<file path="src/rtl/usb_rx_pkg.sv">
// Shared definitions for the USB receive bit timer: default timing
// parameters, derived widths and the sample-point action classifier.
package usb_rx_pkg;

  localparam int USB_CLKS_PER_BIT  = 8;
  localparam int USB_SAMPLE_POINT  = 4;
  localparam int USB_STUFF_LEN     = 6;
  localparam int USB_BITS_PER_WORD = 8;

  // Widths derived from the default timing.
  localparam int PH_W  = $clog2(USB_CLKS_PER_BIT);
  localparam int RUN_W = $clog2(USB_STUFF_LEN + 1);
  localparam int BC_W  = $clog2(USB_BITS_PER_WORD);

  // What happens to a sampled bit.
  typedef enum logic [1:0] {
    ACT_SHIFT = 2'd0,
    ACT_SKIP  = 2'd1,
    ACT_ERROR = 2'd2
  } bit_action_e;

  // A full run of 1s means the next bit must be a stuffed 0; anything
  // else is a stuffing violation. Otherwise the bit is shifted in.
  function automatic bit_action_e classify(input logic b, input logic run_full);
    bit_action_e act;
    if (run_full) begin
      act = b ? ACT_ERROR : ACT_SKIP;
    end else begin
      act = ACT_SHIFT;
    end
    return act;
  endfunction

endpackage

</file>
<file path="src/rtl/usb_rx_bit_timer_if.sv">
// Connection between the line edge detector / RCU side and the bit timer.
interface usb_rx_bit_timer_if
  import usb_rx_pkg::*;
#(
  parameter int CNT_W = BC_W
);
  logic             d_edge;
  logic             receiving;
  logic             shift_enable;
  logic             rx_bit;
  logic             byte_received;
  logic             stuff_skip;
  logic             stuff_error;
  logic [CNT_W-1:0] bit_count;

  modport master (
    output d_edge, receiving,
    input  shift_enable, rx_bit, byte_received, stuff_skip, stuff_error, bit_count
  );

  modport slave (
    input  d_edge, receiving,
    output shift_enable, rx_bit, byte_received, stuff_skip, stuff_error, bit_count
  );
endinterface

</file>
<file path="src/rtl/usb_rx_bit_timer_flex_counter.sv">
// Flexible rollover counter: counts 0..rollover_val-1 on count_enable and
// wraps to 0; rollover_flag marks the last count value.
module flex_counter #(
  parameter int NUM_CNT_BITS = 3
) (
  input  logic                    clk,
  input  logic                    n_rst,
  input  logic                    clear,
  input  logic                    count_enable,
  input  logic [NUM_CNT_BITS:0]   rollover_val,
  output logic [NUM_CNT_BITS-1:0] count_out,
  output logic                    rollover_flag
);

  assign rollover_flag = ({1'b0, count_out} == (rollover_val - (NUM_CNT_BITS + 1)'(1)));

  // Count register: clear has priority over counting.
  always_ff @(posedge clk or negedge n_rst) begin
    if (!n_rst) begin
      count_out <= '0;
    end else if (clear) begin
      count_out <= '0;
    end else if (count_enable) begin
      if (rollover_flag) begin
        count_out <= '0;
      end else begin
        count_out <= count_out + NUM_CNT_BITS'(1);
      end
    end else begin
      count_out <= count_out;
    end
  end

endmodule

</file>
<file path="src/rtl/usb_rx_bit_timer.sv">
// USB receive bit timer: recovers bit timing from line edges, decodes
// NRZI, removes stuffed bits and strobes the RX shift register.
module usb_rx_bit_timer
  import usb_rx_pkg::*;
#(
  parameter int CLKS_PER_BIT  = USB_CLKS_PER_BIT,
  parameter int SAMPLE_POINT  = USB_SAMPLE_POINT,
  parameter int BITS_PER_WORD = USB_BITS_PER_WORD,
  parameter int STUFF_LEN     = USB_STUFF_LEN
) (
  input  logic               clk,
  input  logic               n_rst,
  usb_rx_bit_timer_if.slave  rx
);

  localparam int PHASE_W = $clog2(CLKS_PER_BIT);
  localparam int RUNL_W  = $clog2(STUFF_LEN + 1);
  localparam int CNT_W   = $clog2(BITS_PER_WORD);

  localparam logic [PHASE_W-1:0] PHASE_LAST   = PHASE_W'(CLKS_PER_BIT - 1);
  localparam logic [PHASE_W-1:0] PHASE_SAMPLE = PHASE_W'(SAMPLE_POINT);
  localparam logic [RUNL_W-1:0]  RUN_FULL     = RUNL_W'(STUFF_LEN);

  generate
    if (CLKS_PER_BIT < 4) begin : g_bad_cpb
      $error("usb_rx_bit_timer: CLKS_PER_BIT must be >= 4");
    end
    if ((SAMPLE_POINT < 1) || (SAMPLE_POINT > CLKS_PER_BIT - 1)) begin : g_bad_sp
      $error("usb_rx_bit_timer: SAMPLE_POINT must be in 1..CLKS_PER_BIT-1");
    end
    if (BITS_PER_WORD < 2) begin : g_bad_bpw
      $error("usb_rx_bit_timer: BITS_PER_WORD must be >= 2");
    end
    if (STUFF_LEN < 1) begin : g_bad_stuff
      $error("usb_rx_bit_timer: STUFF_LEN must be >= 1");
    end
  endgenerate

  logic [PHASE_W-1:0] phase, phase_nxt;
  logic [RUNL_W-1:0]  run, run_nxt;
  logic               edge_seen, edge_seen_nxt;
  logic               strobe;
  bit_action_e        action;

  logic shift_nxt, bit_nxt, byte_nxt, skip_nxt, err_nxt;
  logic shift_q, bit_q, byte_q, skip_q, err_q;

  logic [CNT_W-1:0] count;
  logic             rollover;

  // Next-state for phase, run length, edge memory and the output pulses.
  always_comb begin
    phase_nxt     = phase;
    run_nxt       = run;
    edge_seen_nxt = edge_seen;
    strobe        = 1'b0;
    action        = ACT_SHIFT;
    shift_nxt     = 1'b0;
    bit_nxt       = 1'b0;
    skip_nxt      = 1'b0;
    err_nxt       = 1'b0;
    if (!rx.receiving) begin
      phase_nxt     = '0;
      run_nxt       = '0;
      edge_seen_nxt = 1'b0;
    end else begin
      // An edge in the sample cycle moves the bit centre, so no sample then.
      strobe = (phase == PHASE_SAMPLE) && !rx.d_edge;

      // The edge cycle counts as phase 0, so the register resumes at 1.
      if (rx.d_edge) begin
        phase_nxt = PHASE_W'(1);
      end else if (phase == PHASE_LAST) begin
        phase_nxt = '0;
      end else begin
        phase_nxt = phase + PHASE_W'(1);
      end

      if (rx.d_edge) begin
        edge_seen_nxt = 1'b1;
      end else if (strobe) begin
        edge_seen_nxt = 1'b0;
      end else begin
        edge_seen_nxt = edge_seen;
      end

      // NRZI: a transition within the bit time decodes as 0.
      if (strobe) begin
        action = classify(!edge_seen, run == RUN_FULL);
        case (action)
          ACT_SHIFT: begin
            shift_nxt = 1'b1;
            bit_nxt   = !edge_seen;
            run_nxt   = edge_seen ? '0 : run + RUNL_W'(1);
          end
          ACT_SKIP: begin
            skip_nxt = 1'b1;
            run_nxt  = '0;
          end
          ACT_ERROR: begin
            err_nxt = 1'b1;
            run_nxt = '0;
          end
          default: begin
            run_nxt = '0;
          end
        endcase
      end else begin
        run_nxt = run;
      end
    end
    byte_nxt = shift_nxt && rollover;
  end

  // Timing state and registered output pulses.
  always_ff @(posedge clk or negedge n_rst) begin
    if (!n_rst) begin
      phase     <= '0;
      run       <= '0;
      edge_seen <= 1'b0;
      shift_q   <= 1'b0;
      bit_q     <= 1'b0;
      byte_q    <= 1'b0;
      skip_q    <= 1'b0;
      err_q     <= 1'b0;
    end else begin
      phase     <= phase_nxt;
      run       <= run_nxt;
      edge_seen <= edge_seen_nxt;
      shift_q   <= shift_nxt;
      bit_q     <= bit_nxt;
      byte_q    <= byte_nxt;
      skip_q    <= skip_nxt;
      err_q     <= err_nxt;
    end
  end

  // Word bit counter advances on the same edge that raises shift_enable.
  flex_counter #(
    .NUM_CNT_BITS (CNT_W)
  ) u_bit_counter (
    .clk           (clk),
    .n_rst         (n_rst),
    .clear         (!rx.receiving),
    .count_enable  (shift_nxt),
    .rollover_val  ((CNT_W + 1)'(BITS_PER_WORD)),
    .count_out     (count),
    .rollover_flag (rollover)
  );

  assign rx.shift_enable  = shift_q;
  assign rx.rx_bit        = bit_q;
  assign rx.byte_received = byte_q;
  assign rx.stuff_skip    = skip_q;
  assign rx.stuff_error   = err_q;
  assign rx.bit_count     = count;

endmodule

</file>
<file path="src/flat_wrapper.sv">
// flat-port wrapper written by rule: the top's interface ports become plain ports
module usb_rx_bit_timer_flat import usb_rx_pkg::*;
#(
  parameter int CLKS_PER_BIT  = USB_CLKS_PER_BIT,
  parameter int SAMPLE_POINT  = USB_SAMPLE_POINT,
  parameter int BITS_PER_WORD = USB_BITS_PER_WORD,
  parameter int STUFF_LEN     = USB_STUFF_LEN
)
  (clk, n_rst, rx_d_edge, rx_receiving, rx_shift_enable, rx_rx_bit, rx_byte_received, rx_stuff_skip, rx_stuff_error, rx_bit_count);
  usb_rx_bit_timer_if #(.CNT_W(3)) rx_i ();
  input  logic clk;
  input  logic n_rst;
  input wire logic [$bits(rx_i.d_edge)-1:0] rx_d_edge;
  input wire logic [$bits(rx_i.receiving)-1:0] rx_receiving;
  output wire logic [$bits(rx_i.shift_enable)-1:0] rx_shift_enable;
  output wire logic [$bits(rx_i.rx_bit)-1:0] rx_rx_bit;
  output wire logic [$bits(rx_i.byte_received)-1:0] rx_byte_received;
  output wire logic [$bits(rx_i.stuff_skip)-1:0] rx_stuff_skip;
  output wire logic [$bits(rx_i.stuff_error)-1:0] rx_stuff_error;
  output wire logic [$bits(rx_i.bit_count)-1:0] rx_bit_count;
  assign rx_i.d_edge = rx_d_edge;
  assign rx_i.receiving = rx_receiving;
  assign rx_shift_enable = rx_i.shift_enable;
  assign rx_rx_bit = rx_i.rx_bit;
  assign rx_byte_received = rx_i.byte_received;
  assign rx_stuff_skip = rx_i.stuff_skip;
  assign rx_stuff_error = rx_i.stuff_error;
  assign rx_bit_count = rx_i.bit_count;
  usb_rx_bit_timer #(.CLKS_PER_BIT(CLKS_PER_BIT), .SAMPLE_POINT(SAMPLE_POINT), .BITS_PER_WORD(BITS_PER_WORD), .STUFF_LEN(STUFF_LEN)) u_core (.clk(clk), .n_rst(n_rst), .rx(rx_i));
endmodule
</file>
<file path="config.mk">
export PLATFORM = sky130hd
export DESIGN_NAME = usb_rx_bit_timer_flat
export DESIGN_NICKNAME = d
export VERILOG_FILES = /design/src/rtl/usb_rx_pkg.sv /design/src/rtl/usb_rx_bit_timer_if.sv /design/src/rtl/usb_rx_bit_timer_flex_counter.sv /design/src/rtl/usb_rx_bit_timer.sv /design/src/flat_wrapper.sv
export SDC_FILE = /design/constraint.sdc
export NUM_CORES = 1
export LEC_CHECK = 0
export BUFFER_PORTS_ARGS = -buffer_cell sky130_fd_sc_hd__buf_2
export CELL_PAD_IN_SITES_DETAIL_PLACEMENT = 1
export CELL_PAD_IN_SITES_GLOBAL_PLACEMENT = 2
export CORE_UTILIZATION = 36
export CTS_BUF_LIST = sky130_fd_sc_hd__clkbuf_8
export DETAILED_ROUTE_END_ITERATION = 6
export PLACE_DENSITY_LB_ADDON = 0.08
export SETUP_SLACK_MARGIN = 0.1
export SKIP_CTS_REPAIR_TIMING = 1
export SYNTH_ARGS = -nofsm -noshare
export SYNTH_HDL_FRONTEND = slang
export SYNTH_SLANG_ARGS = --single-unit
</file>
<file path="constraint.sdc">
create_clock -name clk -period 1.9 [get_ports clk]
set_clock_uncertainty 0.2 [all_clocks]
set_input_delay 0.475 -clock clk [delete_from_list [all_inputs] [get_ports clk]]
set_output_delay 0.475 -clock clk [all_outputs]
set_load 0.01 [all_outputs]
</file>
After elaboration in Yosys (flattened, before gate mapping)
Cells that the tools add are included.
- add/sub/neg operators: 3
- equal/unequal tests: 9
- multiplexer cells: 29
- reduce and logical (&&, ||, !) cells: 5
- operators by type and width (cell ; count):
    two-way mux 3 bit ; 10
    two-way mux 1 bit ; 15
    equality test 3 bit (second input constant) ; 4
    adder 3 x 1 -> 3 bit (second input constant) ; 3
    two-way mux 2 bit ; 4
    inequality test 2 x 1 -> 1 bit (second input constant) ; 2
    inequality test 3 x 2 -> 1 bit (second input constant) ; 1
    equality test 2 x 1 -> 1 bit (second input constant) ; 1
    equality test 2 bit (second input constant) ; 1
    logical AND 1 bit ; 2
    zero test 1 bit ; 2
    zero test 2 bit ; 1
- bits in registers: 15
- output and inout bits: 8
- logic and storage cells: 55

Logic depth before layout (Yosys ltp)
- word-level depth: 10
- mapped depth: 5

By module
From an unflattened synthesis, not the netlist that was laid out.
- cell total of the unflattened synthesis: 76
- area total of the unflattened synthesis: 810.8 um2
- modules (own cells, without submodules) (module ; instances ; cells each ; area an instance (um2) ; sequential area each (um2)):
    usb_rx_bit_timer ; 1 ; 49 ; 531.8 ; 300.3
    flex_counter ; 1 ; 27 ; 279.0 ; 75.1

Worst setup path before layout
Ideal clock, no wire load.
- path kind: register -> register
- from: register u_core.run[0]
- to: register u_core.u_bit_counter.count_out[0]
- library setup time: 0.079 ns
- arrival time: 1.200 ns
- data required time: 1.621 ns
- setup slack: 0.421 ns
- stages on the path, launching flop included: 6
- buffers on the path: 0
- period minus slack after synthesis: 1.479 ns
- cell sequence: dfrtp_1 -> inv_1 -> ha_1 -> and2_1 -> nor3_4 -> mux2i_1
- cells in the longest elaborated chain, start to end: 9
- RTL lines (element ; line ; source):
    start, declared ; usb_rx_bit_timer.sv:40 ; logic [RUNL_W-1:0] run, run_nxt;
    start signal, assigned ; usb_rx_bit_timer.sv:128 ; run <= run_nxt;
    equality test 3 bit ; usb_rx_bit_timer.sv:89 ; action = classify(!edge_seen, run == RUN_FULL);
    two-way mux 2 bit ; usb_rx_pkg.sv:26 ; if (run_full) begin
    two-way mux 2 bit ; usb_rx_bit_timer.sv:88 ; if (strobe) begin
    two-way mux 2 bit ; usb_rx_bit_timer.sv:62 ; if (!rx.receiving) begin
    zero test 2 bit ; usb_rx_bit_timer.sv:90 ; case (action)
    two-way mux 1 bit ; usb_rx_bit_timer.sv:90 ;
    two-way mux 1 bit ; usb_rx_bit_timer.sv:88 ;
    two-way mux 1 bit ; usb_rx_bit_timer.sv:62 ;
    inequality test 2 x 1 -> 1 bit (no source line) ; -- ;
    end signal, assigned ; usb_rx_bit_timer_flex_counter.sv:27 ; count_out <= count_out + NUM_CNT_BITS'(1);
    end signal, assigned ; usb_rx_bit_timer_flex_counter.sv:30 ; count_out <= count_out;
    end, declared ; usb_rx_bit_timer_flex_counter.sv:11 ; output logic [NUM_CNT_BITS-1:0] count_out,
No other way between the ends. The select of a mux whose other input is x is not followed.
A chain may end at the register's enable or synchronous reset.

Worst setup path after layout
- from: register u_core.run[0]
- to: register u_core.u_bit_counter.count_out[2]
The elaborated chain is that of the path after synthesis.

==> results.tsv <==
metric	value	unit
peak supply drop	483	µV
CP endpoint kind	register	
internal power	0.000481	W
RSZ-0062 raised after global routing	false	
GP Congestion	0.727	
NetSw	0.000136	W
Post-Synth Adder-Cell Area	12.3	%
Initial Util	39.8	%
Clock Latency Late Sink	0.25	ns
Fillers	197	
Least-Margin Pin Slew	0.352	ns
fin crit period	1.60	ns
YS warnings	0	
Reg clk slew, reported paths	0.06	ns
leakage power	0.447	nW
Seq pwr share	53.1	%
Die Span X	46.4	µm
Overflow after GRT	0	
Antenna Nets Post-Route	0	
PwrDens	728	mW/mm²
Logic pwr share	5.0	%
post-synthesis compound-gate area fraction	6.70	%
Rel. slew slack	76.5	%
Bufs on Longest Clock Path	2	
num ports	12	
commonest cells after routing, fill and taps aside	15 x dfrtp_1, 11 x buf_2, 9 x nand2_1	
fin crit share	84.0	%
outcome	finished, final reports clean	
port bufs	11	
max_cap viols	0	
synth-to-layout area growth	19.4	%
GRT Total Usage	14.6	%
Vias	491	
largest family of logic cells by synthesized area	simple AND/OR/NAND/NOR gates	
crit start category	register	
FMAX	627	MHz
Clock Tree Root	clkbuf_8	
sequential-to-total area share from yosys stat	52.9	%
number of remaining DRC errors	0	
commonest non-fill, non-tap cell in the layout	dfrtp_1	
mux cell area share after synthesis	4.23	%
Initial DRC Count	5	
setup_tns	0	ns
Hold WC Path Type	register to register	
Mapped Avg Cell Area	11.4	µm²
Post-Place Cells	97	
largest net degree at the start of global routing	16	
critical path data required time	1.87	ns
crit-path max FO	3	
cell count after synthesis	62	
Clk pwr share	41.8	%
TritonCTS sink count	15	
critical path class	register to register	
CTS HTree Levels	1	
xor and xnor area share after synthesis	1.23	%
Die Footprint	0.00215	mm²
post-synth cell types	21	
Placeable Area	0.00178	mm²
Diodes inserted	0	
post-synthesis simple-gate area fraction	19.8	%
Cell Rows	15	
Finished Layout Cells	102	
Cell Area, Synth	709	µm²
share of cells above drive strength 1	27.3	%
Final Hold Viols	0	
syn nets	73	
nets	89	
via-per-instance ratio	4.81	
drt first pass iters	2	
final setup violation count	0	
Synth Register Bits	15	
vias in the first global route	482	
drt total wl	1230	µm
routed length per instance	12.1	µm
hpwl dp	905	µm
Sw Ratio	22.1	%
fin. max-slew vios	0	
first-pass GRT wire length	2100	µm
Die H	46.4	µm
total CTS buffers	3	
number of antenna violations at the first check in global routing	0	
CTS tree	yes	
Critical Path AT	1.57	ns
power by group through the flow:
stage | clock, W | combinational, W | sequential (W)
floorplan | 0 | 0.0000153 | 0.000333
global placement | 0 | 0.0000302 | 0.000334
detailed placement | 0 | 0.0000305 | 0.000334
CTS | 0.000271 | 0.0000306 | 0.000328
global route | 0.000279 | 0.0000366 | 0.000328
finish | 0.000258 | 0.0000311 | 0.000328
sequential cells by signal (all words and copies together), names as in the netlist:
signal / count
u_core.edge_seen: 1
u_core.u_bit_counter.count_out: 3
u_core.rx.byte_received: 1
u_core.rx.stuff_error: 1
u_core.rx.rx_bit: 1
u_core.rx.shift_enable: 1
u_core.phase: 3
u_core.rx.stuff_skip: 1
u_core.run: 3
area by class of cell:
cell class | instances | area, µm² | area share (%)
Timing Repair Buffer | 12 | 65.1 | 7.68
Tap cell | 25 | 31.3 | 3.69
Multi-Input combinational cell | 42 | 314 | 37.1
Clock buffer | 3 | 41.3 | 4.87
Clock inverter | 1 | 5.00 | 0.591
Inverter | 4 | 15.0 | 1.77
Sequential cell | 15 | 375 | 44.3
routing by layer:
metal | up-vias | GRT usage (%) | share of wire, %
met5 | - | 0 | 0
met4 | 0 | 10.6 | 2.0
met3 | 2 | 3.53 | 3.4
met2 | 11 | 23.9 | 49
met1 | 238 | 16.4 | 45
li1 | 240 | - | -
metrics by stage:
step	worst slack (ns)	power [W]	utilization [%]	hold slack [ns]	instance area [µm²]
CTS	0.288	0.000629	46.9	-0.0719	837
finish	0.305	0.000617	47.5	0.280	847
global placement	0.348	0.000364	44.4	0.201	791
detailed placement	0.297	0.000364	44.4	0.203	791
global route	0.192	0.000644	47.5	0.299	847
floorplan	0.421	0.000348	-	-0.0206	709
kinds of logic after synthesis:
logic type,count (synthesis)
buf+inv,5
mux,3
flops,15
compound gates,7
fa+ha+maj,7
xor+xnor,1
simple gates,24
final timing paths:
| check | start | to | slack, ns | cells after the start |
|---|---|---|---|---|
| max | u_core.run[0]$_DFFE_PN0P_ | u_core.u_bit_counter.count_out[2]$_DFFE_PN0P_ | 0.30 | 5 |
| max reg2reg | u_core.run[0]$_DFFE_PN0P_ | u_core.u_bit_counter.count_out[2]$_DFFE_PN0P_ | 0.30 | 5 |
| min reg2reg | u_core.edge_seen$_DFFE_PN0P_ | u_core.rx.stuff_error$_DFF_PN0_ | 0.28 | 1 |
| max in group asynchronous | n_rst | u_core.rx.byte_received$_DFF_PN0_ | 0.77 | 2 |
| min | u_core.edge_seen$_DFFE_PN0P_ | u_core.rx.stuff_error$_DFF_PN0_ | 0.28 | 1 |
| min in group asynchronous | n_rst | u_core.rx.stuff_skip$_DFF_PN0_ | 0.47 | 2 |
synthesized netlist by cell type, drive strengths merged:
cell type / count / area [µm²]
xnor2: 1 / 8.76
nand3: 1 / 5.00
o21a: 2 / 15.0
mux2i: 3 / 30.0
inv: 4 / 15.0
a21oi: 1 / 5.00
ha: 7 / 87.6
nor2: 5 / 18.8
o21ai: 2 / 10.0
o2bb2ai: 2 / 17.5
and2: 2 / 13.8
and3b: 1 / 10.0
buf: 1 / 5.00
nor3: 1 / 16.3
and4bb: 1 / 12.5
and4b: 1 / 11.3
nand2: 10 / 40.0
dfrtp: 15 / 375
and3: 2 / 12.5
worst max-delay path: stages, from the launching register on:
cell,delay (ns)
dfrtp_1,0.35
inv_1,0.07
ha_1,0.22
and2_1,0.21
nor3_4,0.27
mux2i_1,0.21
(Power assumes the default switching activity.)
